[config.mk]
export PLATFORM = sky130hd
export DESIGN_NAME = uart_axi_buffer_flat
export DESIGN_NICKNAME = d
export VERILOG_FILES = /design/src/rtl/uart_axi_buffer_if.sv /design/src/rtl/uart_axi_buffer.sv /design/src/flat_wrapper.sv
export SDC_FILE = /design/constraint.sdc
export NUM_CORES = 1
export LEC_CHECK = 0
export BUFFER_PORTS_ARGS = -buffer_cell sky130_fd_sc_hd__buf_2
export CORE_MARGIN = 5
export CORE_UTILIZATION = 40
export DETAILED_ROUTE_END_ITERATION = 7
export PLACE_DENSITY = 0.68
export SLEW_MARGIN = 20
export SYNTH_ARGS = -nofsm -noshare
export SYNTH_HDL_FRONTEND = slang
export SYNTH_SLANG_ARGS = --single-unit
[constraint.sdc]
create_clock -name clk -period 2.3 [get_ports clk]
set_input_delay 0.23 -clock clk [delete_from_list [all_inputs] [get_ports clk]]
set_output_delay 0.23 -clock clk [all_outputs]
set_load 0.005 [all_outputs]
[src/rtl/uart_axi_buffer_if.sv]
// rtl/uart_axi_buffer_if.sv - AXI4-Lite bus bundle between the core's UART window and the buffer
//
// Purpose: groups the five AXI4-Lite channels so the buffer and its master
// connect through one port.
// Signals:
//   AR: araddr, arvalid, arready    R: rdata, rresp, rvalid, rready
//   AW: awaddr, awvalid, awready    W: wdata, wstrb, wvalid, wready
//   B : bresp, bvalid, bready
// Modports: master drives addresses/data/ready-for-response, slave the rest.

interface uart_axi_buffer_if;
    logic [31:0] araddr;
    logic        arvalid;
    logic        arready;
    logic [31:0] rdata;
    logic [1:0]  rresp;
    logic        rvalid;
    logic        rready;
    logic [31:0] awaddr;
    logic        awvalid;
    logic        awready;
    logic [31:0] wdata;
    logic [3:0]  wstrb;
    logic        wvalid;
    logic        wready;
    logic [1:0]  bresp;
    logic        bvalid;
    logic        bready;

    modport master (
        output araddr, arvalid, input arready,
        input  rdata, rresp, rvalid, output rready,
        output awaddr, awvalid, input awready,
        output wdata, wstrb, wvalid, input wready,
        input  bresp, bvalid, output bready
    );

    modport slave (
        input  araddr, arvalid, output arready,
        output rdata, rresp, rvalid, input rready,
        input  awaddr, awvalid, output awready,
        input  wdata, wstrb, wvalid, output wready,
        output bresp, bvalid, input bready
    );
endinterface

[src/rtl/uart_axi_buffer.sv]
// rtl/uart_axi_buffer.sv - AXI4-Lite slave buffering UART bytes in RX and TX FIFOs
//
// Purpose: the core reads RX bytes at 0x0, writes TX bytes at 0x4 and reads
// status {rx_overrun, tx_full, rx_nonempty} at 0x8. A read of an empty RX FIFO
// or a write to a full TX FIFO is held without a response until it can
// complete, so the core never has to poll.
// Ports:
//   clk, rst         clock and synchronous active-high reset
//   s_axi            AXI4-Lite slave (uart_axi_buffer_if.slave)
//   rx_data/rx_valid byte strobe from the UART receiver
//   tx_data/tx_valid/tx_ready  byte stream to the UART transmitter

module uart_axi_buffer #(
    parameter int DEPTH_LOG2 = 4
) (
    input  logic               clk,
    input  logic               rst,
    uart_axi_buffer_if.slave   s_axi,
    input  logic [7:0]         rx_data,
    input  logic               rx_valid,
    output logic [7:0]         tx_data,
    output logic               tx_valid,
    input  logic               tx_ready
);
    localparam int PW    = DEPTH_LOG2 + 1;
    localparam int DEPTH = 1 << DEPTH_LOG2;
    // Pointer difference that marks a full FIFO: only the wrap bit differs.
    localparam logic [PW-1:0] PTR_MSB = {1'b1, {DEPTH_LOG2{1'b0}}};

    localparam logic [1:0] RESP_OKAY   = 2'b00;
    localparam logic [1:0] RESP_SLVERR = 2'b10;

    typedef enum logic [1:0] {R_IDLE, R_WAIT, R_RESP} r_state_t;
    typedef enum logic [1:0] {W_IDLE, W_WAIT, W_RESP} w_state_t;

    // ---------------- RX FIFO ----------------
    logic [7:0]    rx_mem_q [DEPTH];
    logic [PW-1:0] rx_wr_q, rx_rd_q;
    logic          rx_empty, rx_full, rx_push, rx_pop;
    logic [7:0]    rx_head;

    assign rx_empty = (rx_wr_q == rx_rd_q);
    assign rx_full  = ((rx_wr_q ^ rx_rd_q) == PTR_MSB);
    assign rx_head  = rx_mem_q[rx_rd_q[DEPTH_LOG2-1:0]];
    // A full FIFO still accepts a byte when the head leaves in the same cycle.
    assign rx_push  = rx_valid && (!rx_full || rx_pop);

    always_ff @(posedge clk) begin
        if (rx_push) begin
            rx_mem_q[rx_wr_q[DEPTH_LOG2-1:0]] <= rx_data;
        end
    end

    always_ff @(posedge clk) begin
        if (rst) begin
            rx_wr_q <= '0;
            rx_rd_q <= '0;
        end else begin
            if (rx_push) rx_wr_q <= rx_wr_q + 1'b1;
            if (rx_pop)  rx_rd_q <= rx_rd_q + 1'b1;
        end
    end

    // ---------------- TX FIFO ----------------
    logic [7:0]    tx_mem_q [DEPTH];
    logic [PW-1:0] tx_wr_q, tx_rd_q;
    logic          tx_empty, tx_full, tx_push, tx_pop;

    assign tx_empty = (tx_wr_q == tx_rd_q);
    assign tx_full  = ((tx_wr_q ^ tx_rd_q) == PTR_MSB);
    assign tx_valid = !tx_empty;
    // Masked so the output is 0 out of reset rather than stale memory.
    assign tx_data  = tx_empty ? 8'h00 : tx_mem_q[tx_rd_q[DEPTH_LOG2-1:0]];
    assign tx_pop   = tx_valid && tx_ready;

    // ---------------- Read channel ----------------
    r_state_t    r_state_q;
    logic        arready_q, rvalid_q;
    logic [31:0] rdata_q;
    logic [1:0]  rresp_q;
    logic        rx_ovr_q;
    logic        ar_hs, stat_rd;
    logic [3:0]  ar_off;
    logic [31:0] status;

    assign ar_off  = s_axi.araddr[3:0];
    assign ar_hs   = (r_state_q == R_IDLE) && arready_q && s_axi.arvalid;
    assign stat_rd = ar_hs && (ar_off == 4'h8);
    assign status  = {29'b0, rx_ovr_q, tx_full, !rx_empty};
    // The head is popped at the edge that loads it into rdata.
    assign rx_pop  = (ar_hs && (ar_off == 4'h0) && !rx_empty) ||
                     ((r_state_q == R_WAIT) && !rx_empty);

    // The offset is fully decoded at the AR handshake; R_WAIT is only ever
    // entered for an RX data read, so nothing else needs remembering.
    always_ff @(posedge clk) begin
        if (rst) begin
            r_state_q <= R_IDLE;
            arready_q <= 1'b0;
            rvalid_q  <= 1'b0;
            rdata_q   <= '0;
            rresp_q   <= RESP_OKAY;
        end else begin
            case (r_state_q)
                R_IDLE: begin
                    if (!arready_q) begin
                        arready_q <= 1'b1;
                    end else if (s_axi.arvalid) begin
                        arready_q <= 1'b0;
                        case (ar_off)
                            4'h0: begin
                                if (rx_empty) begin
                                    r_state_q <= R_WAIT;
                                end else begin
                                    rdata_q   <= {24'b0, rx_head};
                                    rresp_q   <= RESP_OKAY;
                                    rvalid_q  <= 1'b1;
                                    r_state_q <= R_RESP;
                                end
                            end
                            4'h8: begin
                                rdata_q   <= status;
                                rresp_q   <= RESP_OKAY;
                                rvalid_q  <= 1'b1;
                                r_state_q <= R_RESP;
                            end
                            default: begin
                                rdata_q   <= '0;
                                rresp_q   <= RESP_SLVERR;
                                rvalid_q  <= 1'b1;
                                r_state_q <= R_RESP;
                            end
                        endcase
                    end
                end
                R_WAIT: begin
                    if (!rx_empty) begin
                        rdata_q   <= {24'b0, rx_head};
                        rresp_q   <= RESP_OKAY;
                        rvalid_q  <= 1'b1;
                        r_state_q <= R_RESP;
                    end
                end
                R_RESP: begin
                    if (s_axi.rready) begin
                        rvalid_q  <= 1'b0;
                        r_state_q <= R_IDLE;
                    end
                end
                default: r_state_q <= R_IDLE;
            endcase
        end
    end

    // A fresh overrun beats the clear from a status read in the same cycle.
    always_ff @(posedge clk) begin
        if (rst) begin
            rx_ovr_q <= 1'b0;
        end else if (rx_valid && rx_full && !rx_pop) begin
            rx_ovr_q <= 1'b1;
        end else if (stat_rd) begin
            rx_ovr_q <= 1'b0;
        end
    end

    // ---------------- Write channel ----------------
    w_state_t   w_state_q;
    logic       awready_q, wready_q, aw_have_q, w_have_q;
    logic [3:0] aw_off_q;
    logic [7:0] wbyte_q;
    logic       bvalid_q;
    logic [1:0] bresp_q;

    assign tx_push = ((w_state_q == W_IDLE) && aw_have_q && w_have_q &&
                      (aw_off_q == 4'h4) && !tx_full) ||
                     ((w_state_q == W_WAIT) && !tx_full);

    always_ff @(posedge clk) begin
        if (tx_push) begin
            tx_mem_q[tx_wr_q[DEPTH_LOG2-1:0]] <= wbyte_q;
        end
    end

    always_ff @(posedge clk) begin
        if (rst) begin
            tx_wr_q <= '0;
            tx_rd_q <= '0;
        end else begin
            if (tx_push) tx_wr_q <= tx_wr_q + 1'b1;
            if (tx_pop)  tx_rd_q <= tx_rd_q + 1'b1;
        end
    end

    always_ff @(posedge clk) begin
        if (rst) begin
            w_state_q <= W_IDLE;
            awready_q <= 1'b0;
            wready_q  <= 1'b0;
            aw_have_q <= 1'b0;
            w_have_q  <= 1'b0;
            aw_off_q  <= '0;
            wbyte_q   <= '0;
            bvalid_q  <= 1'b0;
            bresp_q   <= RESP_OKAY;
        end else begin
            case (w_state_q)
                W_IDLE: begin
                    if (aw_have_q && w_have_q) begin
                        if (aw_off_q == 4'h4) begin
                            if (tx_full) begin
                                w_state_q <= W_WAIT;
                            end else begin
                                bresp_q   <= RESP_OKAY;
                                bvalid_q  <= 1'b1;
                                w_state_q <= W_RESP;
                            end
                        end else begin
                            bresp_q   <= RESP_SLVERR;
                            bvalid_q  <= 1'b1;
                            w_state_q <= W_RESP;
                        end
                    end else begin
                        // Each beat is captured on its own; its ready drops
                        // until the response completes.
                        if (!aw_have_q) begin
                            if (awready_q && s_axi.awvalid) begin
                                aw_have_q <= 1'b1;
                                awready_q <= 1'b0;
                                aw_off_q  <= s_axi.awaddr[3:0];
                            end else begin
                                awready_q <= 1'b1;
                            end
                        end
                        if (!w_have_q) begin
                            if (wready_q && s_axi.wvalid) begin
                                w_have_q <= 1'b1;
                                wready_q <= 1'b0;
                                wbyte_q  <= s_axi.wdata[7:0];
                            end else begin
                                wready_q <= 1'b1;
                            end
                        end
                    end
                end
                W_WAIT: begin
                    if (!tx_full) begin
                        bresp_q   <= RESP_OKAY;
                        bvalid_q  <= 1'b1;
                        w_state_q <= W_RESP;
                    end
                end
                W_RESP: begin
                    if (s_axi.bready) begin
                        bvalid_q  <= 1'b0;
                        aw_have_q <= 1'b0;
                        w_have_q  <= 1'b0;
                        awready_q <= 1'b1;
                        wready_q  <= 1'b1;
                        w_state_q <= W_IDLE;
                    end
                end
                default: w_state_q <= W_IDLE;
            endcase
        end
    end

    assign s_axi.arready = arready_q;
    assign s_axi.rvalid  = rvalid_q;
    assign s_axi.rdata   = rdata_q;
    assign s_axi.rresp   = rresp_q;
    assign s_axi.awready = awready_q;
    assign s_axi.wready  = wready_q;
    assign s_axi.bvalid  = bvalid_q;
    assign s_axi.bresp   = bresp_q;

    // Address bits above the register window, the upper write-data bytes and
    // the strobes carry no meaning for a byte-wide UART.
    logic unused_bits;
    assign unused_bits = &{1'b0, s_axi.araddr[31:4], s_axi.awaddr[31:4],
                           s_axi.wdata[31:8], s_axi.wstrb};
endmodule

[src/flat_wrapper.sv]
// flat-port wrapper written by rule: the top's interface ports become plain ports
module uart_axi_buffer_flat 
#(
    parameter int DEPTH_LOG2 = 4
)
  (clk, rst, rx_data, rx_valid, tx_data, tx_valid, tx_ready, s_axi_araddr, s_axi_arvalid, s_axi_arready, s_axi_rdata, s_axi_rresp, s_axi_rvalid, s_axi_rready, s_axi_awaddr, s_axi_awvalid, s_axi_awready, s_axi_wdata, s_axi_wstrb, s_axi_wvalid, s_axi_wready, s_axi_bresp, s_axi_bvalid, s_axi_bready);
  uart_axi_buffer_if s_axi_i ();
  input  logic clk;
  input  logic rst;
  input  logic [7:0] rx_data;
  input  logic rx_valid;
  output logic [7:0] tx_data;
  output logic tx_valid;
  input  logic tx_ready;
  input wire logic [$bits(s_axi_i.araddr)-1:0] s_axi_araddr;
  input wire logic [$bits(s_axi_i.arvalid)-1:0] s_axi_arvalid;
  output wire logic [$bits(s_axi_i.arready)-1:0] s_axi_arready;
  output wire logic [$bits(s_axi_i.rdata)-1:0] s_axi_rdata;
  output wire logic [$bits(s_axi_i.rresp)-1:0] s_axi_rresp;
  output wire logic [$bits(s_axi_i.rvalid)-1:0] s_axi_rvalid;
  input wire logic [$bits(s_axi_i.rready)-1:0] s_axi_rready;
  input wire logic [$bits(s_axi_i.awaddr)-1:0] s_axi_awaddr;
  input wire logic [$bits(s_axi_i.awvalid)-1:0] s_axi_awvalid;
  output wire logic [$bits(s_axi_i.awready)-1:0] s_axi_awready;
  input wire logic [$bits(s_axi_i.wdata)-1:0] s_axi_wdata;
  input wire logic [$bits(s_axi_i.wstrb)-1:0] s_axi_wstrb;
  input wire logic [$bits(s_axi_i.wvalid)-1:0] s_axi_wvalid;
  output wire logic [$bits(s_axi_i.wready)-1:0] s_axi_wready;
  output wire logic [$bits(s_axi_i.bresp)-1:0] s_axi_bresp;
  output wire logic [$bits(s_axi_i.bvalid)-1:0] s_axi_bvalid;
  input wire logic [$bits(s_axi_i.bready)-1:0] s_axi_bready;
  assign s_axi_i.araddr = s_axi_araddr;
  assign s_axi_i.arvalid = s_axi_arvalid;
  assign s_axi_arready = s_axi_i.arready;
  assign s_axi_rdata = s_axi_i.rdata;
  assign s_axi_rresp = s_axi_i.rresp;
  assign s_axi_rvalid = s_axi_i.rvalid;
  assign s_axi_i.rready = s_axi_rready;
  assign s_axi_i.awaddr = s_axi_awaddr;
  assign s_axi_i.awvalid = s_axi_awvalid;
  assign s_axi_awready = s_axi_i.awready;
  assign s_axi_i.wdata = s_axi_wdata;
  assign s_axi_i.wstrb = s_axi_wstrb;
  assign s_axi_i.wvalid = s_axi_wvalid;
  assign s_axi_wready = s_axi_i.wready;
  assign s_axi_bresp = s_axi_i.bresp;
  assign s_axi_bvalid = s_axi_i.bvalid;
  assign s_axi_i.bready = s_axi_bready;
  uart_axi_buffer #(.DEPTH_LOG2(DEPTH_LOG2)) u_core (.clk(clk), .rst(rst), .s_axi(s_axi_i), .rx_data(rx_data), .rx_valid(rx_valid), .tx_data(tx_data), .tx_valid(tx_valid), .tx_ready(tx_ready));
endmodule
==> results of run 1 <==
-- cells by family after synthesis --
family | Yosys count
DFF | 344
AOI/OAI and AO/OA | 98
xor gates and xnor gates | 27
adders and majority gates | 18
buffers and inverters | 59
muxes | 91
and+or+nand+nor | 195
-- cell type report --
cell class,instances,share of cell area
timing repair buffer,161,0.0677
clock buffer,48,0.0615
sequential,344,0.577
multi-input combinational,429,0.244
tap,448,0.0342
inverter,18,0.00412
clock inverter,19,0.0111
-- worst min-delay path: cells and delay by family --
kind | cells | cell delay, ps
buffers and inverters | 1 | 130
and+or+nand+nor | 1 | 70
AOI/OAI and AO/OA | 1 | 50
-- final timing paths --
kind	to	slack, ps	cells after the start
worst max register to register	u_core.s_axi.rdata[13]	190	6
worst min-delay path	u_core.rx_ovr_q	20	3
worst min register to register	u_core.s_axi.bresp[1]	450	2
worst max-delay path	tx_data[2]	-90	7
-- through the flow --
step           hold WS, ps  instance area, sq um
3_5_place_dp           438                 14900
6_report              21.2                 16400
2_1_floorplan          329                 13600
5_1_grt               26.9                 16400
3_3_place_gp           437                 14900
4_1_cts               6.52                 16300
-- metal layers --
metal,part of all wire,routed length [um]
met1,0.42,11500
met2,0.51,14200
met3,0.049,1340
met4,0.020,555
met5,0,0
-- power by group through the flow --
stage / registers [uW] / logic [uW] / clock network (uW)
2_1_floorplan: 7090 / 468 / 0
3_3_place_gp: 7130 / 752 / 0
3_5_place_dp: 7140 / 766 / 0
4_1_cts: 7010 / 790 / 5840
5_1_grt: 7030 / 867 / 6110
6_report: 7010 / 782 / 5700
-- state kept, by name, summed over array words and instances, names as in the netlist, named ones only --
register and cells:
u_core.rx_mem_q 128, u_core.tx_mem_q 128, u_core.s_axi.rdata 32, u_core.wbyte_q 8, u_core.rx_rd_q 5, u_core.rx_wr_q 5
u_core.tx_rd_q 5, u_core.tx_wr_q 5, u_core.aw_off_q 4, u_core.r_state_q 2, u_core.s_axi.bresp 2, u_core.s_axi.rresp 2
u_core.w_state_q 2, u_core.aw_have_q 1, u_core.rx_ovr_q 1, u_core.s_axi.arready 1, u_core.s_axi.awready 1, u_core.s_axi.bvalid 1
u_core.s_axi.rvalid 1, u_core.s_axi.wready 1, u_core.w_have_q 1
-- timing repair --
item | 4_1_cts | 5_1_grt
endpoints found under the hold margin | 14 | 0
hold buffers | 13 | 0
setup buffers | 2 | 2
endpoints found under the setup margin | 8 | 137
pin swaps | 9 | 3
gates resized for setup | 29 | 17
-- layout by cell type, fill, tap and decap left out, types with 6 or more instances in the layout --
cell type / count
xor2_1: 8
clkbuf_16: 37
edfxtp_1: 256
a31oi_1: 6
clkinv_2: 8
clkbuf_1: 7
mux4_2: 64
ha_1: 18
buf_4: 58
nand3_1: 10
and3_2: 12
o211ai_1: 7
a211oi_1: 13
dfxtp_1: 85
mux2i_1: 17
nor2b_1: 13
a21oi_1: 30
xnor2_1: 18
dlygate4sd3_1: 13
mux2_2: 7
nand4_1: 6
nand2_1: 42
nor2_1: 50
a211oi_2: 11
buf_2: 82
and2_1: 27
nor3_1: 11
inv_1: 18
==> reports/results.ini, run 1 <==
[run_status]
status=finished, violations left
violations=setup timing

[sta]
period_share=1.04
max_freq_mhz=418
rsz0062_at_grt=true
tightest_slew_ps=679
maxSlewViolCount=0
setup_tns_ps=-528
layout_min_cycle_time_ps=2390
hold_viol=0
finalClockSkew_ps=20.8
setup-violations-final=8
worst_slack_ps=-91.1
max_slew_margin=0.547

[grt]
first_global_vias=7722
busiest_layer=met2
antenna_found_initial=1
gr-usage-met2=0.257
use_met3=0.0283
grt_pass1_wl_mm=43.8
globalRouteOverflowTotal=0
grtUsageMet1=0.188
grt_max_degree=58
gr-usage-all-layers=0.146

[cts]
numCtsBuffers=37
clk_pin_slew_ps=60
clk_latency_ps=520
htreeDepth=2
cts_root_buf=clkbuf_16
clock_path_buffers=3
tritoncts=done
clock_sinks=344

[worst_setup_path]
path_buf_inv=3
crit_fanout=8
crit_top_cell=a211oi_2
cp_cell_sequence=buf_12 -> mux4_2 -> nor2b_4 -> a211oi_2 -> buf_4 -> a211oi_2 -> buf_2
worstPathRequired_ps=2070
cp_top_family=multiplexers
arrival_ps=2160
max_stage_delay_ps=490
r2r-start=u_core.rx_wr_q[0]
cp_slowest_cell=mux4_2
cp-end-kind=primary output
crit_path_start_kind=flip-flop
critPathKind=flip-flop to primary output

[synth]
ys.flop_type=edfxtp_1
synth_area_sq_mm=0.0136
synth_top_cell_by_area=edfxtp_1
synthAdderAreaFrac=0.0166
synth.cells.most_frequent=256 x edfxtp_1, 88 x dfxtp_1, 64 x mux4_2, 53 x nor2_1, 42 x nand2_1
synthMuxAreaShare=0.127
synth-edff-count=256
synthDistinctLibCells=50
synth_compound_area_frac=0.0498
avgSynthCellArea_sq_um=16.3
synth_fp_nets=967
synthXorXnorAreaFrac=0.0174
ys_seq_elements=344
synth_top_family_by_area=multiplexers
synth_top_area_frac=0.566
yosysSeqAreaShare=0.696
synth_simple_gate_area_share=0.0746
syn_inst=832
synthMostInstantiatedCell=edfxtp_1
async_reset_ff_frac=0
ys_warn_count=0
yosys-top-cells-area=edfxtp_1 57%, dfxtp_1 13%, mux4_2 11%

[power_and_ir_drop]
p_total_uw=13500
combPwrFrac=0.058
leakage_uw=0.00573
powerDensity_mw_per_mm2=823
seqPwrFrac=0.520
clkPwrFrac=0.422
p_int_uw=10500
swShare=0.220
p_sw_uw=2970
ir_drop_v=0.000596

[worst_hold_path]
min_from=rx_valid
hp-class=input pin to flip-flop

[placed_design]
post-dp-hpwl_mm=17.8
place_inst=1383
globalplace.congestion=0.804
post-place-ws_ps=21.1
io_buffers=82

[finish]
regArea_sq_mm=0.00946
antennaDiodeCount=0
final_util=0.489
instances_no_fill=1467
multi_input_area_sq_mm=0.00401
drive_gt1_frac=0.316
fillers=2830
area_delta_synth_final_pct=20.7
nets=1126

[drt]
routedWlPerCell_um=18.8
drc=0
vias=7503
drtIter0Drc=494
ant_nets=0
vias_per_cell=5.11
wl_mm=27.5
drt-pass1-iter-count=7

[floorplanning]
ios=167
dieHeight_um=194
die_area_sq_mm=0.0377
placementRows=67
fp.dieW_um=194
coreArea_sq_mm=0.0335
start_util=0.405

[flow_run]
drv_cap=0

Power figures use the tool's default switching activity.
==> run 2, diff against run 1 <==
PLACE_DENSITY = 0.66   (was 0.68)
clock period = 2.2 ns   (was 2.3 ns; I/O delays follow)
==> run 2 against run 1 <==
  * The run still ends with setup timing left
  * Worst setup slack got worse by 100 ps
  * Clock-buffer cell count decreased by 1
  * Sequential cell count unchanged
  * Register-to-register slack got worse by 50 ps
  * First-iteration DRC count decreased by 5.7%
  * Clock skew decreased by 5.8 ps
  * Largest cell class unchanged
  * Highest routed layer is now met5
==> reports/results.ini, run 2 (synthesized netlist as in run 1, its figures left out) <==
[run_status]
status=finished, violations left
violations=setup timing

[sta]
setup-violations-final=8  ; unchanged
max_slew_margin=0.493  ; -0.0546
max_freq_mhz=418
period_share=1.09
layout_min_cycle_time_ps=2390
rsz0062_at_grt=true
maxSlewViolCount=0  ; unchanged
tightest_slew_ps=760  ; +80.9 ps
finalClockSkew_ps=15.1  ; -5.78 ps
hold_viol=0  ; unchanged
worst_slack_ps=-194  ; -103 ps

[power_and_ir_drop]
ir_drop_v=0.000776  ; +30%
p_sw_uw=3120  ; +5.1%
p_int_uw=11200  ; +6.1%
powerDensity_mw_per_mm2=861  ; +4.6%
combPwrFrac=0.061  ; +0.003
clkPwrFrac=0.426  ; +0.004
leakage_uw=0.00580  ; +1.2%
seqPwrFrac=0.513  ; -0.007
swShare=0.218  ; -0.00159

[worst_setup_path]
crit_fanout=11  ; +3
cp-end-kind=primary output
arrival_ps=2170  ; about the same
worstPathRequired_ps=1980  ; -90 ps
critPathKind=flip-flop to primary output
crit_path_start_kind=flip-flop

[cts]
clk_latency_ps=530  ; about the same
numCtsBuffers=38  ; +2.7%
clk_pin_slew_ps=60  ; about the same
tritoncts=done
clock_sinks=344  ; unchanged
cts_root_buf=clkbuf_16
htreeDepth=2  ; unchanged
clock_path_buffers=3  ; unchanged

[placed_design]
place_inst=1383  ; unchanged
post-dp-hpwl_mm=18.4  ; +3.0%
globalplace.congestion=0.794  ; -1.3%
io_buffers=82  ; unchanged
post-place-ws_ps=-159  ; -180 ps

[floorplanning]
start_util=0.405  ; unchanged
die_area_sq_mm=0.0377  ; unchanged
fp.dieW_um=194  ; unchanged
placementRows=67  ; unchanged
dieHeight_um=194  ; unchanged
coreArea_sq_mm=0.0335  ; unchanged
ios=167  ; unchanged

[finish]
area_delta_synth_final_pct=22.2
antennaDiodeCount=0  ; unchanged
drive_gt1_frac=0.319  ; +0.00272
layout_common_cells=256 x edfxtp_1, 85 x dfxtp_1, 82 x buf_2
nets=1133  ; +0.62%
instances_no_fill=1474  ; +0.48%
layout_commonest_cell=edfxtp_1

[drt]
vias=7552  ; +0.65%
routedWlPerCell_um=19.5  ; +3.7%
ant_nets=0  ; unchanged
vias_per_cell=5.12  ; +0.18%
drc=0  ; unchanged
drt-pass1-iter-count=5  ; -2
wl_mm=28.7  ; +4.2%
drtIter0Drc=466  ; -5.7%

[flow_run]
drv_cap=0  ; unchanged

[grt]
grt_max_degree=55  ; -5.2%
antenna_found_initial=1  ; unchanged
globalRouteOverflowTotal=0  ; unchanged
first_global_vias=7751  ; +0.38%
grt_pass1_wl_mm=45.1  ; +3.2%
gr-usage-all-layers=0.152  ; +0.00584

[worst_hold_path]
hp-class=input pin to flip-flop

run 2: cell count changes in the layout (fill, tap and decap cells not counted), sizes merged:
| cell | change |
|---|---|
| dlygate4sd3 | +2 |
| clkinv | -2 |
| bufinv | +1 |
| clkinvlp | +1 |
| inv | +2 |
| buf | +3 |
run 2: path summary, 6_finish.rpt:
kind,slack (ps),from,to,cells past startpoint
worst max register to register,140,u_core.r_state_q[1],u_core.s_axi.rdata[8],8
worst min register to register,450,u_core.s_axi.rdata[4],u_core.s_axi.rdata[4],2
worst min-delay path,70,s_axi_awvalid,u_core.aw_have_q,3
worst max-delay path,-190,flip-flop,tx_data[5],6
run 2: metal layers:
metal,up-vias,track usage,part of all wire
li1,3549,-,-
met1,3792,0.208,0.44
met2,170,0.250,0.49
met3,39,0.0323,0.056
met4,2,0.0411,0.021
met5,-,0,0.00045
run 2: final cells by class:
class	instances	area (sq um)
timing repair buffer	167	1250
clock buffer	47	1020
tap	448	561
clock inverter	21	180
inverter	18	67.6
multi-input combinational	429	4050
sequential	344	9460
fill	2835	16900
run 2: power by group through the flow:
stage	clock network, uW	registers, uW	logic (uW)
3_5_place_dp	0	7470	840
5_1_grt	6550	7350	958
4_1_cts	6260	7340	868
3_3_place_gp	0	7460	826
2_1_floorplan	0	7410	491
6_report	6080	7340	867
run 2: critical path, stage by stage, from the launching register on:
cell and delay, ps:
dfxtp_4 400, buf_12 170, mux4_2 500, nor2b_1 140, a211oi_1 230, a211oi_1 80, buf_2 130
run 2: repair_timing:
| action | in CTS | in global routing |
|---|---|---|
| gates cloned | 2 | 1 |
| hold endpoints to repair | 18 | 0 |
| setup buffers | 3 | 4 |
| gates resized for setup | 25 | 22 |
| endpoints found under the setup margin | 33 | 193 |
| hold buffers | 15 | 0 |
| pin swaps | 6 | 8 |
run 2: through the flow:
stage          setup TNS (ps)  hold WS, ps  utilization  power [uW]  area (sq um)
2_1_floorplan           -7460          319            -        7900         13600
3_3_place_gp            -1990          436        0.446        8290         14900
3_5_place_dp            -2910          439        0.446        8310         14900
4_1_cts                 -2080         47.6        0.492       14500         16500
5_1_grt                 -2150         65.1        0.495       14900         16600
6_report                -1400         70.5        0.495       14300         16600
==> run 3, diff against run 2 <==
BUFFER_PORTS_ARGS = -buffer_cell sky130_fd_sc_hd__clkbuf_2   (was -buffer_cell sky130_fd_sc_hd__buf_2)
==> run 3 against run 2 <==
  * Maximum frequency down 0.57%
  * Worst setup slack lost 14 ps
  * Critical endpoint is now tx_data[6]
  * Highest routed layer is now met4
  * First-iteration DRC count fell by 6.7%
  * The flow still finishes with violations (setup timing)
  * Critical path depth increased by 1
==> reports/results.ini, run 3 (synthesized netlist as in run 1, its figures left out) <==
[worst_setup_path]
critPathKind=flip-flop to primary output
r2r_slack_ps=70  ; -70 ps
max_stage_delay_ps=480  ; -20 ps
crit_top_cell=buf_12
timing.rr.end=u_core.tx_mem_q[1][5]
arrival_ps=2190  ; +20 ps
r2r-start=u_core.w_state_q[0]
cp_cell_sequence=buf_12 -> buf_12 -> mux4_2 -> nor2b_1 -> a211oi_2 -> a211oi_1 -> clkbuf_2
worstPathRequired_ps=1980  ; about the same
crit_path_start_kind=flip-flop
cp_slowest_cell=mux4_2
crit_fanout=7  ; -4
r2r_cells=7  ; -1
cp-end-kind=primary output

[cts]
clk_latency_ps=520  ; about the same
numCtsBuffers=37  ; -2.6%
clock_path_buffers=3  ; unchanged
htreeDepth=2  ; unchanged
tritoncts=done
cts_root_buf=clkbuf_16
clock_sinks=344  ; unchanged
clk_pin_slew_ps=60  ; about the same

[power_and_ir_drop]
ir_drop_v=0.000566  ; -27%
leakage_uw=0.00572  ; -1.3%
powerDensity_mw_per_mm2=861  ; about the same
p_total_uw=14200  ; -0.70%

[run_status]
violations=setup timing
status=finished, violations left

[grt]
first_global_vias=7733  ; -0.23%
globalRouteOverflowTotal=0  ; unchanged
gr-usage-all-layers=0.152  ; -0.000509
grt_pass1_wl_mm=44.8  ; -0.80%
grt_max_degree=59  ; +7.3%
antenna_found_initial=0  ; -1

[floorplanning]
die_area_sq_mm=0.0377  ; unchanged
dieHeight_um=194  ; unchanged
ios=167  ; unchanged
start_util=0.405  ; unchanged
coreArea_sq_mm=0.0335  ; unchanged
placementRows=67  ; unchanged
fp.dieW_um=194  ; unchanged

[sta]
worst_slack_ps=-208  ; -13.7 ps
layout_min_cycle_time_ps=2410  ; +13.7 ps
finalClockSkew_ps=13.5  ; -1.53 ps
hold_viol=0  ; unchanged
tightest_slew_ps=756  ; -3.70 ps
maxSlewViolCount=0  ; unchanged
max_slew_margin=0.495  ; +0.00247
period_share=1.09  ; +0.00623
max_freq_mhz=415  ; -0.57%
rsz0062_at_grt=true
setup-violations-final=8  ; unchanged

[placed_design]
post-dp-hpwl_mm=18.5  ; +0.94%
globalplace.congestion=0.798  ; +0.58%
io_buffers=82  ; unchanged
post-place-ws_ps=-108  ; +51.4 ps

[flow_run]
drv_cap=0  ; unchanged

[finish]
area_delta_synth_final_pct=21.4
antennaDiodeCount=0  ; unchanged
layout_commonest_cell=edfxtp_1
final_util=0.492  ; -0.00302
drive_gt1_frac=0.307  ; -0.0122
nets=1131  ; -0.18%
layout_common_cells=256 x edfxtp_1, 85 x dfxtp_1, 80 x clkbuf_2

[worst_hold_path]
min_to=u_core.aw_have_q
hp-class=input pin to flip-flop
whs_path_depth=3  ; unchanged
min_from=s_axi_awvalid

[drt]
ant_nets=0  ; unchanged
routedWlPerCell_um=19.4  ; -0.28%
vias=7563  ; +0.15%
drtIter0Drc=435  ; -6.7%
wl_mm=28.5  ; -0.62%
vias_per_cell=5.15  ; +0.49%
drc=0  ; unchanged
drt-pass1-iter-count=4  ; -1

## run 3: cell count changes in the layout (fill, tap and decap cells not counted), sizes merged
cell         change
buf             -79
bufinv           +1
clkbuf          +82
clkinv           -7
dlygate4sd3      -1
inv              -1
## run 3: routing by layer
layer,global-route usage,part of all wire,up-vias
met3,0.0302,0.049,45
met1,0.206,0.44,3829
li1,-,-,3540
met4,0.0409,0.021,0
met2,0.252,0.49,149
met5,0,0,-
## run 3: area by class of cell
cell class                 instances  area, sq um
tap                              448          561
timing repair buffer             166         1220
fill                            2857        17000
sequential                       344         9450
multi-input combinational        429         4020
clock buffer                      50          985
clock inverter                    14          175
inverter                          18         67.6
## run 3: what timing repair did
action / 4_1_cts / 5_1_grt
gates resized for setup: 18 / 21
pin swaps: 9 / 8
setup endpoints to repair: 17 / 154
setup buffers: 5 / 3
hold endpoints to repair: 15 / 0
hold buffers: 14 / 0
cloned: 1 / 0
## run 3: where the power goes
part	internal, uW	total (uW)	switching (uW)	leakage, uW
combinational	379	860	481	0.00211
clock	3610	5990	2380	0.000559
sequential	7150	7340	185	0.00305
## run 3: how the worst max path moves through the flow
stage                             endpoint  depth (start not counted)
detailed placement   u_core.rx_mem_q[7][7]                          6
floorplan           u_core.rx_mem_q[10][0]                          7
finish                          tx_data[6]                          7
global route                    tx_data[5]                          6
global placement     u_core.rx_mem_q[7][5]                          6
CTS                             tx_data[1]                          6
## run 3: critical path: cells and delay by family, from the launching register on
family          cells  cell delay (ps)
compound gates      2              280
simple gates        1              150
mux                 1              480
buf+inv             3              420
flops               1              350
## run 3: per-stage QoR
| stage | setup TNS [ps] | instances | hold slack [ps] | area (sq um) |
|---|---|---|---|---|
| 3_3_place_gp | -1630 | 1383 | 441 | 14900 |
| 4_1_cts | -2020 | 1467 | 41.2 | 16400 |
| 3_5_place_dp | -1200 | 1383 | 444 | 14900 |
| 6_report | -1430 | 1469 | 72.1 | 16500 |
| 2_1_floorplan | -7460 | 832 | 319 | 13600 |
| 5_1_grt | -2260 | 1469 | 68.1 | 16500 |
